--- src/rtl/neander_x_mbseq.sv ---
// Multi-byte add/subtract sequencer that drives an external 8-bit ALU one byte at a time, LSB first.
// Optional abort input is enabled by defining NEANDER_X_MBSEQ_ABORT_EN.
module neander_x_mbseq (
   input  logic       clk,
   input  logic       rst_n,
`ifdef NEANDER_X_MBSEQ_ABORT_EN
   input  logic       abort,
`endif
   input  logic       start,
   input  logic       op_sel,
   input  logic [2:0] len,
   input  logic       in_valid,
   input  logic [7:0] in_a,
   input  logic [7:0] in_b,
   output logic       in_ready,
   output logic       out_valid,
   output logic [7:0] out_data,
   input  logic       out_ready,
   output logic [7:0] alu_a,
   output logic [7:0] alu_b,
   output logic [3:0] alu_op,
   output logic       alu_carry_in,
   input  logic [7:0] alu_result,
   input  logic       alu_carry,
   output logic       busy,
   output logic       done,
   output logic       carry_final,
   output logic       zero_final
);

   typedef enum logic [2:0] {IDLE, FETCH, EXEC, EMIT, DONE} state_t;

   state_t     state;
   state_t     state_next;
   logic       op_reg;
   logic [2:0] len_reg;
   logic [3:0] byte_cnt;
   logic [3:0] byte_total;
   logic       last_byte;
   logic       carry_reg;
   logic       zero_acc;
   logic [7:0] a_reg;
   logic [7:0] b_reg;
   logic [7:0] out_data_reg;
   logic       abort_hit;

`ifdef NEANDER_X_MBSEQ_ABORT_EN
   assign abort_hit = abort && (state != IDLE);
`else
   assign abort_hit = 1'b0;
`endif

   // A latched length of zero stands for a full 8-byte chain.
   assign byte_total = (len_reg == 3'd0) ? 4'd8 : {1'b0, len_reg};
   assign last_byte  = ((byte_cnt + 4'd1) == byte_total);

   always_ff @(posedge clk or negedge rst_n) begin
      if (!rst_n) begin
         state <= IDLE;
      end else begin
         state <= state_next;
      end
   end

   always_comb begin
      state_next = state;
      case (state)
         IDLE:    if (start) state_next = FETCH;
         FETCH:   if (in_valid) state_next = EXEC;
         EXEC:    state_next = EMIT;
         EMIT:    if (out_ready) state_next = last_byte ? DONE : FETCH;
         DONE:    state_next = IDLE;
         default: state_next = IDLE;
      endcase
      if (abort_hit) begin
         state_next = IDLE;
      end
   end

   always_ff @(posedge clk or negedge rst_n) begin
      if (!rst_n) begin
         op_reg       <= 1'b0;
         len_reg      <= 3'd0;
         byte_cnt     <= 4'd0;
         carry_reg    <= 1'b0;
         zero_acc     <= 1'b0;
         a_reg        <= 8'h00;
         b_reg        <= 8'h00;
         out_data_reg <= 8'h00;
         carry_final  <= 1'b0;
         zero_final   <= 1'b1;
      end else begin
         case (state)
            IDLE: begin
               if (start) begin
                  op_reg    <= op_sel;
                  len_reg   <= len;
                  byte_cnt  <= 4'd0;
                  carry_reg <= 1'b0;
                  zero_acc  <= 1'b1;
               end
            end
            FETCH: begin
               if (in_valid && !abort_hit) begin
                  a_reg <= in_a;
                  b_reg <= in_b;
               end
            end
            EXEC: begin
               out_data_reg <= alu_result;
               carry_reg    <= alu_carry;
               zero_acc     <= zero_acc & (alu_result == 8'h00);
            end
            EMIT: begin
               if (out_ready && !abort_hit) begin
                  byte_cnt <= byte_cnt + 4'd1;
               end
            end
            DONE: begin
               if (!abort_hit) begin
                  carry_final <= carry_reg;
                  zero_final  <= zero_acc;
               end
            end
            default: ;
         endcase
      end
   end

   // The first byte uses plain ADD/SUB; later bytes chain the carry through ADC/SBC.
   always_comb begin
      in_ready     = (state == FETCH);
      out_valid    = (state == EMIT);
      busy         = (state != IDLE);
      done         = (state == DONE) && !abort_hit;
      out_data     = out_data_reg;
      alu_a        = 8'h00;
      alu_b        = 8'h00;
      alu_op       = 4'b0000;
      alu_carry_in = 1'b0;
      if (state == EXEC) begin
         alu_a        = a_reg;
         alu_b        = b_reg;
         alu_carry_in = carry_reg;
         alu_op       = (byte_cnt == 4'd0) ? {3'b000, op_reg} : {3'b110, op_reg};
      end
   end

endmodule

--- config.mk ---
export PLATFORM = sky130hd
export DESIGN_NAME = neander_x_mbseq
export DESIGN_NICKNAME = d
export VERILOG_FILES = /design/src/rtl/neander_x_mbseq.sv
export SDC_FILE = /design/constraint.sdc
export NUM_CORES = 1
export LEC_CHECK = 0
export CAP_MARGIN = 0
export CORE_MARGIN = 2
export CORE_UTILIZATION = 46
export CTS_BUF_LIST = sky130_fd_sc_hd__clkbuf_8
export CTS_CLUSTER_DIAMETER = 60
export CTS_CLUSTER_SIZE = 30
export DETAILED_ROUTE_END_ITERATION = 7
export PLACE_DENSITY = 0.82
export SLEW_MARGIN = 30
export SYNTH_ARGS = -nofsm -noshare
export SYNTH_HDL_FRONTEND = slang
export SYNTH_SLANG_ARGS = --single-unit
--- constraint.sdc ---
create_clock -name clk -period 2.2 [get_ports clk]
set_clock_uncertainty 0.2 [all_clocks]
set_input_delay 0.44 -clock clk [delete_from_list [all_inputs] [get_ports clk]]
set_output_delay 0.44 -clock clk [all_outputs]
set_load 0.01 [all_outputs]
# Yosys cells after proc, flatten, opt, wreduce, memory -nomap -nowiden
# Cells that the tools add are included.
[op_classes]
add_sub_neg = 1
n_mux = 18
n_bitwise = 1
n_reduce_logical = 12
n_eq_ne = 8
[op_table]
columns = ["operator", "count"]
rows = [
  ["$mux W4", 5],
  ["$mux W8", 2],
  ["$mux W3", 4],
  ["$pmux W3 S4", 1],
  ["$logic_not A8 Y1", 1],
  ["$pmux W4 S2", 1],
  ["$eq A3 B2 Y1 const B", 2],
  ["$logic_not A3 Y1", 2],
  ["$reduce_and A2 Y1", 3],
  ["$reduce_and A3 Y1", 2],
  ["$add A4 B1 Y4 const B", 1],
  ["$eq A4 B4 Y1", 1],
  ["$logic_not A4 Y1", 1],
  ["$ne A2 B2 Y1 const B", 2],
  ["$pmux W1 S2", 2],
  ["$reduce_bool A2 Y1", 2],
  ["$eq A3 B1 Y1 const B", 1],
  ["$eq A3 B3 Y1 const B", 1],
  ["$mux W1", 3],
  ["$reduce_bool A3 Y1", 1],
  ["$ne A2 B1 Y1 const B", 1],
  ["$and A1 B1 Y1", 1],
]
[totals]
wordCells = 51
register_bits = 39
inputBits = 34

# Logic depth before layout (Yosys ltp)
[depth]
depth_word = 6
mapped_depth = 6
depth_no_buf = 6

# Worst setup path before layout
# No wires, ideal clock.
[synth_path]
kind = "flip-flop to output port"
start = "register state[0]"
end = "output port alu_op[3]"
path_slack_ns = 0.033
t_arrival_ns = 1.527
path_buffers = 2
stages_incl_launch_ff = 5
cell_sequence = "dfrtp_1 nor3b_1 buf_2 a21boi_0 buf_4"
[synth_between]
elab_chain_len = 2
[synth_rtl]
columns = ["element", "line", "text"]
rows = [
  ["start: declaration", "33", "state_t state;"],
  ["start signal: assignment", "61", "state <= state_next;"],
  ["$eq A3 B2 Y1", "141", "if (state == EXEC) begin"],
  ["$mux W4", "141", ""],
  ["end: declaration", "21", "output logic [3:0] alu_op,"],
]
# Every way passes these cells.

# Worst setup path in the final report
[layout_path]
start = "register state[0]"
end = "output port alu_a[4]"
[layout_between]
elab_chain_len = 2
[layout_rtl]
columns = ["element", "line", "text"]
rows = [
  ["$eq A3 B2 Y1", "141", ""],
  ["$mux W8", "141", ""],
  ["end: declaration", "19", "output logic [7:0] alu_a,"],
]
# Every way passes these cells.

==> metrics.md <==
| Metric | Value |
|---|---|
| Core Area | `0.00397 sq mm` |
| Total negative slack | `0 ns` |
| Slew Limit Fails | `0` |
| Max IR drop VDD | `789 uV` |
| Initial Util | `47.7%` |
| Post-Syn Instances | `between 150 and 200` |
| Area Overhead vs Synth | `49.7%` |
| Hold Buf Count CTS | `0` |
| Startpoint Class | `flip-flop` |
| 1st-iter DRT viols | `69` |
| Clock buffer depth | `2` |
| Vias in the first global route | `around 1.5k` |
| Global-route wire length before repair | `between 6000 and 7000 um` |
| Crit path time final | `2.20 ns` |
| Placed cell area | `roughly 0.0027 sq mm` |
| Worst EP arrival | `1.56 ns` |
| Clock Latency Late Sink | `approximately 0.29 ns` |
| Placed Cells | `275` |
| Finished Core Util | `~71%` |
| Drt drc | `0` |
| Syn Nets | `190` |
| Die width | `a little under 70 um` |
| Post-synth EDFFs | `0` |
| Detail Placement HPWL | `just over 3000 um` |
| ANT cells | `0` |
| Lkg Pwr | `around 0.0013 uW` |
| Vias/cell | `4.95` |
| Failing checks | `hold timing` |
| Largest net degree at the start of global routing | `40` |
| Synthesized cell area | `0.00189 sq mm` |
| Worst-path clk slew | `0.07 ns` |
| Fin crit share | `99.8%` |
| Drt pass-1 iters | `4` |
| Crit path max fanout | `3` |
| Routed len/inst | `14.9 um` |
| Max-Cap Viols | `0` |
| Final ANT Viol Nets | `0` |
| Crit. End Element | `output port` |
| F_max | `roughly 0.46 GHz` |
| DR vias | `between 1k and 1.5k` |
| Initial antenna violation count | `0` |
| Worst endpoint required time | `about 1.6 ns` |
| WHS | `-0.0115 ns` |
| Routed Wire Length | `~4400 um` |
| Ys Warns | `0` |
| Unrepaired setup endpoints after global routing | `true` |
| Asr flop ratio synth | `100%` |
| I/O pin cnt | `slightly below 70` |
| CTS root buf | `clkbuf_8` |
| Die Ht | `roughly 68 um` |
| Power density over cell area | `between 1000 and 1500 mW/mm^2` |
| Post-Layout Inst Area | `0.00283 sq mm` |
| Post-Layout Cell Count | `294` |
| Share of layout cells above drive strength 1 | `41.4%` |
| Synth cell types | `38` |
| Num Clock Sinks | `39` |
| GRT Util Overall | `slightly above 20%` |
| Status | `finished, violations left` |
| CTS tree | `built` |
| Gpl congestion | `slightly below 0.8` |
| Number of port buffers | `between 60 and 70` |
| Sequential cell area fraction in the yosys report | `about half` |
| Num rows | `23` |
| GR Overflow Total | `0` |
| Setup CP Type | `flip-flop to output port` |
| Final setup fails | `0` |
| Cts bufs inserted | `5` |
| Fin. Hold Viols | `7` |
| #FFs+latches synth | `39` |
| HP Class | `primary input to asynchronous set/reset pin` |
| H-tree depth | `2` |
| Most used DFF post-synth | `dfrtp_1` |
| Final Net Count | `279` |
| Die area | `between 0.004 and 0.005 sq mm` |
| Syn_area_per_cell | `between 10 and 15 sq um` |
==> logic make-up after synthesis <==
logic type,share of synthesized area (%)
AND/OR/NAND/NOR,17.2
other,0.198
AO/OA/AOI/OAI,4.36
multiplexers,18.4
XOR/XNOR,2.64
flip-flops,51.6
buffers and inverters,4.30
adder cells (fa/ha/maj),1.32
==> final timing paths <==
check                           startpoint           to  slack, ns  cells after the start
worst max-delay path              state[0]     alu_a[4]      0.004                      7
worst min-delay path                 rst_n   len_reg[0]      -0.01                      2
worst max register to register    state[0]  out_data[3]       0.20                      8
worst min register to register    a_reg[2]     a_reg[2]       0.30                      1
max in group asynchronous            rst_n   zero_final       1.44                      2
min in group clk                  a_reg[2]     a_reg[2]       0.30                      1
==> critical path: stages, from the launching register on <==
cell	delay, ns
dfrtp_1	0.41
nor3b_4	0.23
buf_6	0.13
buf_6	0.09
buf_6	0.09
buf_6	0.09
and2_4	0.13
buf_6	0.10
==> repair_timing <==
action,in CTS,in global routing
pin swaps,4,1
gates resized for setup,79,30
gates cloned,2,0
buffers inserted,9,2
endpoints found under the setup margin,24,21
==> cell type report <==
| cell class | count | area, sq um |
|---|---|---|
| Fill cell | 285 | 1140 |
| Timing Repair Buffer | 90 | 812 |
| Tap cell | 50 | 62.6 |
| Clock inverter | 2 | 8.76 |
| Multi-Input combinational cell | 104 | 880 |
| Inverter | 3 | 11.3 |
| Clock buffer | 6 | 82.6 |
| Sequential cell | 39 | 977 |
==> routing by layer <==
layer	routed length (um)	GRT usage [%]
met4	135	10.0
met3	230	5.43
met1	1750	25.5
met5	0	0
met2	2280	33.0
==> power breakdown <==
| group | switching (uW) | internal [uW] |
|---|---|---|
| logic | 707 | 1030 |
| registers | 192 | 1060 |
| clock network | 241 | 248 |
| total | 1140 | 2350 |
==> synth_stat cells (3+ instances only) <==
| library cell | instances | share of area, % |
|---|---|---|
| inv_1 | 3 | 0.59 |
| nor2_1 | 7 | 1.4 |
| nand2b_1 | 3 | 0.99 |
| o21ai_0 | 7 | 1.9 |
| mux2_2 | 30 | 18 |
| and2_1 | 20 | 6.6 |
| nand2_1 | 7 | 1.4 |
| dfrtp_1 | 38 | 50 |
| a21oi_1 | 3 | 0.79 |
==> metrics by stage <==
stage	power, uW	setup WS [ns]	hold slack (ns)
after floorplan	2170	0.0327	-0.0556
after global placement	2810	0.00992	0.281
after detailed placement	2870	-0.0176	0.287
after CTS	3460	-0.0803	0.0131
after global routing	3720	-0.0765	0.0332
final	3480	0.00413	-0.0115
==> placed cells by master (no fill, tap or decap), types with 4 or more instances in the layout <==
master           count
buf_6               14
buf_4               15
and2_1              13
clkdlybuf4s50_1     42
clkbuf_8             6
o21ai_0              7
dfrtp_1             38
nor2_1               7
and2_4               7
clkbuf_2             9
nand2_1              7
buf_2                6
inv_1                4
mux2_2              30
Power figures use the tool's default switching activity.
